===== src/rtl/peak_readout.sv =====
// Ping-pong buffer for per-pixel peak bins: captures one frame per peakValid
// strobe into a free bank and streams it out one pixel per valid/ready beat.
module peak_readout #(
    parameter int NP                = 10,
    parameter int PIXEL_NUM_PER_RAM = 3,
    parameter int FRAME_W           = 8,
    parameter int DROP_W            = 8,
    localparam int PIX_W            = (PIXEL_NUM_PER_RAM > 1) ? $clog2(PIXEL_NUM_PER_RAM) : 1
) (
    input  logic                          clk,
    input  logic                          res,
    input  logic                          peakValid,
    input  logic [NP*PIXEL_NUM_PER_RAM-1:0] peakResult,
    input  logic                          outReady,
    output logic                          outValid,
    output logic [NP-1:0]                 outData,
    output logic [PIX_W-1:0]              outPixel,
    output logic [FRAME_W-1:0]            outFrame,
    output logic                          outLast,
    output logic                          overflow,
    output logic [DROP_W-1:0]             dropCnt
);

    typedef enum logic [0:0] {
        ST_IDLE = 1'b0,
        ST_SEND = 1'b1
    } state_t;

    localparam logic [PIX_W-1:0]   LAST_PIX = PIX_W'(PIXEL_NUM_PER_RAM - 1);
    localparam logic [PIX_W-1:0]   PIX_ONE  = PIX_W'(1);
    localparam logic [FRAME_W-1:0] SEQ_ONE  = FRAME_W'(1);
    localparam logic [DROP_W-1:0]  DROP_ONE = DROP_W'(1);
    localparam logic [DROP_W-1:0]  DROP_MAX = {DROP_W{1'b1}};

    state_t                          r_state;
    state_t                          w_state_nxt;
    logic [1:0]                      r_full;
    logic [1:0]                      w_full_nxt;
    logic                            r_wr_bank;
    logic                            r_rd_bank;
    logic                            w_rd_bank_nxt;
    logic [PIX_W-1:0]                r_pix_idx;
    logic [PIX_W-1:0]                w_pix_nxt;
    logic [FRAME_W-1:0]              r_seq_cnt;
    logic [DROP_W-1:0]               r_drop_cnt;
    logic                            r_overflow;
    logic [NP*PIXEL_NUM_PER_RAM-1:0] r_bank_data [0:1];
    logic [FRAME_W-1:0]              r_bank_tag  [0:1];
    logic [NP*PIXEL_NUM_PER_RAM-1:0] w_rd_word;
    logic [NP-1:0]                   w_rd_pix;

    logic w_hs;
    logic w_free;
    logic w_wr_avail;
    logic w_accept;
    logic w_drop;

    // The bank under the write pointer may be reused in the very cycle its last beat leaves.
    assign w_hs       = (r_state == ST_SEND) & outReady;
    assign w_free     = w_hs & (r_pix_idx == LAST_PIX);
    assign w_wr_avail = ~r_full[r_wr_bank] | (w_free & (r_wr_bank == r_rd_bank));
    assign w_accept   = peakValid & w_wr_avail;
    assign w_drop     = peakValid & ~w_wr_avail;

    // Bank write, frame tagging and write-pointer advance
    always_ff @(posedge clk or negedge res) begin
        if (!res) begin
            for (int b = 0; b < 2; b++) begin
                r_bank_data[b] <= '0;
                r_bank_tag[b]  <= '0;
            end
            r_wr_bank <= 1'b0;
            r_seq_cnt <= '0;
        end else if (w_accept) begin
            r_bank_data[r_wr_bank] <= peakResult;
            r_bank_tag[r_wr_bank]  <= r_seq_cnt;
            r_wr_bank              <= ~r_wr_bank;
            r_seq_cnt              <= r_seq_cnt + SEQ_ONE;
        end else begin
            r_wr_bank <= r_wr_bank;
            r_seq_cnt <= r_seq_cnt;
        end
    end

    // Dropped-frame bookkeeping: saturating count and sticky flag
    always_ff @(posedge clk or negedge res) begin
        if (!res) begin
            r_drop_cnt <= '0;
            r_overflow <= 1'b0;
        end else if (w_drop) begin
            r_drop_cnt <= (r_drop_cnt == DROP_MAX) ? DROP_MAX : (r_drop_cnt + DROP_ONE);
            r_overflow <= 1'b1;
        end else begin
            r_drop_cnt <= r_drop_cnt;
            r_overflow <= r_overflow;
        end
    end

    // Bank occupancy: a set from a capture wins over a clear from the reader
    always_comb begin
        w_full_nxt = r_full;
        for (int b = 0; b < 2; b++) begin
            if (w_accept && (r_wr_bank == 1'(b))) begin
                w_full_nxt[b] = 1'b1;
            end else if (w_free && (r_rd_bank == 1'(b))) begin
                w_full_nxt[b] = 1'b0;
            end else begin
                w_full_nxt[b] = r_full[b];
            end
        end
    end

    // Occupancy flags register
    always_ff @(posedge clk or negedge res) begin
        if (!res) begin
            r_full <= 2'b00;
        end else begin
            r_full <= w_full_nxt;
        end
    end

    // Read FSM state register with its pixel index and read pointer
    always_ff @(posedge clk or negedge res) begin
        if (!res) begin
            r_state   <= ST_IDLE;
            r_pix_idx <= '0;
            r_rd_bank <= 1'b0;
        end else begin
            r_state   <= w_state_nxt;
            r_pix_idx <= w_pix_nxt;
            r_rd_bank <= w_rd_bank_nxt;
        end
    end

    // Read FSM next state; a capture landing in the next bank to read starts it without a bubble
    always_comb begin
        w_state_nxt   = r_state;
        w_pix_nxt     = r_pix_idx;
        w_rd_bank_nxt = r_rd_bank;
        case (r_state)
            ST_IDLE: begin
                if (r_full[r_rd_bank] || (w_accept && (r_wr_bank == r_rd_bank))) begin
                    w_state_nxt = ST_SEND;
                    w_pix_nxt   = '0;
                end else begin
                    w_state_nxt = ST_IDLE;
                end
            end
            ST_SEND: begin
                if (w_free) begin
                    w_pix_nxt     = '0;
                    w_rd_bank_nxt = ~r_rd_bank;
                    if (r_full[~r_rd_bank] || (w_accept && (r_wr_bank != r_rd_bank))) begin
                        w_state_nxt = ST_SEND;
                    end else begin
                        w_state_nxt = ST_IDLE;
                    end
                end else if (w_hs) begin
                    w_pix_nxt = r_pix_idx + PIX_ONE;
                end else begin
                    w_pix_nxt = r_pix_idx;
                end
            end
            default: begin
                w_state_nxt   = ST_IDLE;
                w_pix_nxt     = '0;
                w_rd_bank_nxt = r_rd_bank;
            end
        endcase
    end

    // Pixel select from the bank under the read pointer
    always_comb begin
        w_rd_word = r_bank_data[r_rd_bank];
        w_rd_pix  = '0;
        for (int p = 0; p < PIXEL_NUM_PER_RAM; p++) begin
            if (r_pix_idx == PIX_W'(p)) begin
                w_rd_pix = w_rd_word[p*NP +: NP];
            end else begin
                w_rd_pix = w_rd_pix;
            end
        end
    end

    // Output decode from registered state only
    always_comb begin
        outValid = 1'b0;
        outData  = '0;
        outPixel = '0;
        outFrame = '0;
        outLast  = 1'b0;
        if (r_state == ST_SEND) begin
            outValid = 1'b1;
            outData  = w_rd_pix;
            outPixel = r_pix_idx;
            outFrame = r_bank_tag[r_rd_bank];
            outLast  = (r_pix_idx == LAST_PIX);
        end else begin
            outValid = 1'b0;
        end
    end

    assign overflow = r_overflow;
    assign dropCnt  = r_drop_cnt;

endmodule


===== config.mk =====
export PLATFORM = sky130hd
export DESIGN_NAME = peak_readout
export DESIGN_NICKNAME = d
export VERILOG_FILES = /design/src/rtl/peak_readout.sv
export SDC_FILE = /design/constraint.sdc
export NUM_CORES = 1
export LEC_CHECK = 0
export ABC_CLOCK_PERIOD_IN_PS = 2900
export CAP_MARGIN = 20
export CORE_AREA = 2 2 95 97
export DETAILED_ROUTE_END_ITERATION = 10
export DIE_AREA = 0 0 97 99
export PLACE_DENSITY = 0.81
export SLEW_MARGIN = 20
export SYNTH_ARGS = -nofsm -noshare
export SYNTH_HDL_FRONTEND = slang
export SYNTH_SLANG_ARGS = --single-unit
export TNS_END_PERCENT = 5

===== constraint.sdc =====
create_clock -name clk -period 2.9 [get_ports clk]
set_input_delay 0.58 -clock clk [delete_from_list [all_inputs] [get_ports clk]]
set_output_delay 0.58 -clock clk [all_outputs]
set_load 0.01 [all_outputs]

==> flow_summary_export.csv <==
group,metric,value,unit
outcome,outcome,"finished clean",
place,place_congestion,0.765,
floorplan,pin_count,65,
detailed_routing,final_antenna_net_count,0,
synth,synth-simple-area-share,0.0830,
job,maxCapViolCount,0,
synth,synth_compound_area_frac,0.0559,
timing,tightest_slew,0.689,ns
global_routing,grt_pass1_wl,15.9,mm
critical_path,slowest_delay,0.50,ns
critical_path,path_cells,"buf_12 -> mux4_2 -> inv_1 -> o22ai_1 -> and2_1 -> clkdlybuf4s50_1",
critical_path,slowest_stage,"mux4_2",
critical_path,rr_worst_depth,5,
synth,synthAdderAreaFrac,0.00520,
synth,ys.flop_type,"dfrtp_1",
synth,syn_inst,358,
critical_path,rr_startpoint,"r_pix_idx[0]$_DFFE_PN0P_",
final_layout,drive_gt1_frac,0.303,
detailed_routing,wire_per_inst,17.5,um
critical_path,worstSetupPathDepth,6,
place,dp_cells,528,
power_and_ir_drop,p_leak,2.54,nW
critical_path,r2r_slack,0.76,ns
synth,yosys-mux-area-fraction,0.283,
clocking,tritoncts,"done",
global_routing,grt_usage,0.210,
floorplan,row_count,34,
clocking,clk_pin_slew,0.09,ns
clocking,cts-htree-levels,3,
floorplan,initial_utilization,0.563,
floorplan,core_area,8550,um2
timing,hold_viol_final,0,
timing,relSlewSlack,0.541,
clocking,clkSinkCount,100,
timing,timing.fmax,0.354,GHz
timing,tns,0,ns
timing,fin_crit,2.83,ns
detailed_routing,vias,3094,
final_layout,nNetsFinal,467,
clocking,post_cts_buffers,0,
global_routing,antenna_found_initial,0,
detailed_routing,drt_iter0_drc,175,
global_routing,grt_pass1_vias,3125,
clocking,cts_root_buffer,"clkbuf_8",
critical_path,crit_fanout,10,
clocking,clock_latency,0.36,ns
timing,finClkSkew,0.0110,ns
final_layout,final_area,5860,um2
critical_path,critical_path_buf_inv_count,3,
place,hpwl,6.69,mm
critical_path,cp.arrival,2.25,ns
critical_path,rr_endpoint,"dropCnt[3]$_DFFE_PN0P_",
place,place_area,5600,um2
critical_path,required,2.32,ns
clocking,postCtsHoldBufs,0,
detailed_routing,via_per_inst,5.69,
floorplan,die_area,9600,um2
timing,report.final.slew_viol_count,0,
detailed_routing,dr.pass1.iters,4,
worst_hold_path,hold_path_class,"in -> async",
final_layout,syn_to_final_growth,21.8,%
synth,synthArstFlopShare,1.00,
timing,post-route-period-util,0.975,
synth,synth_top_family_by_area,"multiplexers",
final_layout,antenna_cells,0,
global_routing,grt_max_degree,57,
detailed_routing,wl,9.54,mm
floorplan,die_w,97,um
critical_path,path_class,"reg -> out",
synth,synth_edf_count,0,
critical_path,endpoint_kind,"primary output",
floorplan,dieHeight,99,um
synth,synth_seq_cells,100,
clocking,cts_buffer_depth,2,
final_layout,fin_cells,544,
global_routing,grt.overflow.total,0,
timing,setup_viol,0,
power_and_ir_drop,powerDensity,1090,nW/um2
synth,ys_warn_count,0,
place,numPortBuffers,64,
synth,synth_area,4810,um2
clocking,ctsResizeCount,0,
power_and_ir_drop,peakVddDrop,0.511,mV
synth,post_synth_xor_area_fraction,0.0164,
critical_path,start_kind,"flip-flop",
detailed_routing,drc_errors,0,
critical_path,crit_family,"buffers and inverters",
synth,synth-seq-area-share,0.520,
synth,syn_nets,394,
clocking,cts_made_buffers,9,
synth,syn_avg_cell_area,13.4,um2
synth,synth_cell_types,48,
-- state kept, by name, summed over array words and instances, names as in the netlist, 2 cells and up --
register     count
r_pix_idx        2
r_full           2
r_bank_data     60
r_seq_cnt        8
r_bank_tag      16
dropCnt          8
-- routing by layer --
| metal | GRT usage | up-vias | wire, um |
|---|---|---|---|
| li1 | - | 1449 | - |
| met1 | 0.301 | 1565 | 4350 |
| met2 | 0.326 | 72 | 4660 |
| met3 | 0.0362 | 8 | 430 |
| met4 | 0.0737 | 0 | 96 |
| met5 | 0 | - | 0 |
-- cell usage after synthesis, types with 2 or more instances --
| library cell | count | area [um2] |
|---|---|---|
| a211oi_1 | 3 | 22.5 |
| nand2_1 | 11 | 41.3 |
| ha_1 | 2 | 25.0 |
| nand2b_1 | 2 | 12.5 |
| clkbuf_1 | 5 | 18.8 |
| buf_4 | 4 | 30.0 |
| and2_1 | 10 | 62.6 |
| mux2i_1 | 20 | 200 |
| o22ai_1 | 9 | 56.3 |
| o2111ai_1 | 2 | 17.5 |
| o211ai_1 | 2 | 15.0 |
| mux2_1 | 3 | 33.8 |
| mux4_2 | 10 | 225 |
| nor2b_1 | 12 | 75.1 |
| dfrtp_1 | 100 | 2500 |
| a32o_1 | 2 | 20.0 |
| nand3_1 | 7 | 35.0 |
| buf_2 | 6 | 30.0 |
| and3_1 | 3 | 18.8 |
| inv_1 | 14 | 52.6 |
| mux2_2 | 80 | 901 |
| buf_6 | 4 | 45.0 |
| o31a_1 | 2 | 17.5 |
| xnor2_1 | 9 | 78.8 |
| nor2_1 | 5 | 18.8 |
| o21ai_0 | 4 | 20.0 |
| nand4_1 | 4 | 25.0 |
| or4_1 | 3 | 22.5 |
-- cell usage in the layout, fill, tap and decap left out, types with 2 or more instances in the layout --
| cell type | instances |
|---|---|
| and2_1 | 10 |
| xnor2_1 | 9 |
| inv_1 | 14 |
| dfrtp_1 | 99 |
| o22ai_1 | 9 |
| nand3_1 | 7 |
| dlymetal6s2s_1 | 2 |
| mux4_2 | 10 |
| nor2b_1 | 12 |
| nor2_1 | 5 |
| nand2b_1 | 2 |
| ha_1 | 2 |
| a32o_1 | 2 |
| mux2_2 | 80 |
| bufinv_16 | 2 |
| nand2_1 | 11 |
| o211ai_1 | 2 |
| mux2i_1 | 20 |
| buf_4 | 15 |
| o31a_1 | 2 |
| clkinv_4 | 2 |
| nand4_1 | 4 |
| o21ai_0 | 4 |
| a211oi_1 | 3 |
| clkbuf_8 | 10 |
| buf_12 | 3 |
| clkdlybuf4s50_1 | 61 |
| and3_1 | 3 |
| mux2_1 | 3 |
| or4_1 | 3 |
| o2111ai_1 | 2 |
-- cell type report --
type	instances	area (um2)
fill	613	2690
sequential	100	2500
multi-input combinational	225	2130
timing repair buffer	81	808
clock buffer	11	141
tap	108	135
clock inverter	5	85.1
inverter	14	52.6
-- metrics by stage --
stage	hold slack, ns	power (mW)	worst slack (ns)	utilization
finish	0.248	6.41	0.0728	0.685
global route	0.300	6.82	-0.00199	0.685
CTS	0.272	6.41	0.0185	0.682
detailed placement	0.455	5.42	0.349	0.655
global placement	0.464	5.32	0.403	0.655
floorplan	0.284	4.32	0.807	-
-- cell families (layout without fill, tap and decap cells) --
logic type                 after synthesis  count (layout)
DFF                                    100             100
muxes                                  113             113
xor gates and xnor gates                 9               9
buffers and inverters                   33             111
and+or+nand+nor                         66              66
AOI/OAI and AO/OA                       35              35
adders and majority gates                2               2
-- worst reg2reg max path, cell delays in order, from the launching register on --
cell and delay (ns):
dfrtp_1 0.48, buf_4 0.26, and4b_1 0.30, a21boi_2 0.41, o21ai_0 0.21, o32a_1 0.38
-- power breakdown --
group          internal [mW]  leakage, nW  switching [mW]
sequential              2.01         1.21           0.428
clock                  0.513        0.110           0.471
combinational           1.76         1.21            1.23
-- how the worst max path moves through the flow --
stage | startpoint | to
final | r_rd_bank$_DFFE_PN0P_ | outData[8]
after global routing | r_rd_bank$_DFFE_PN0P_ | outData[9]
after CTS | r_rd_bank$_DFFE_PN0P_ | outData[9]
after detailed placement | outReady | r_seq_cnt[6]$_DFFE_PN0N_
after global placement | outReady | r_seq_cnt[4]$_DFFE_PN0N_
after floorplan | r_rd_bank$_DFFE_PN0P_ | outData[7]
Note: power is estimated with default switching activity, not from simulation.
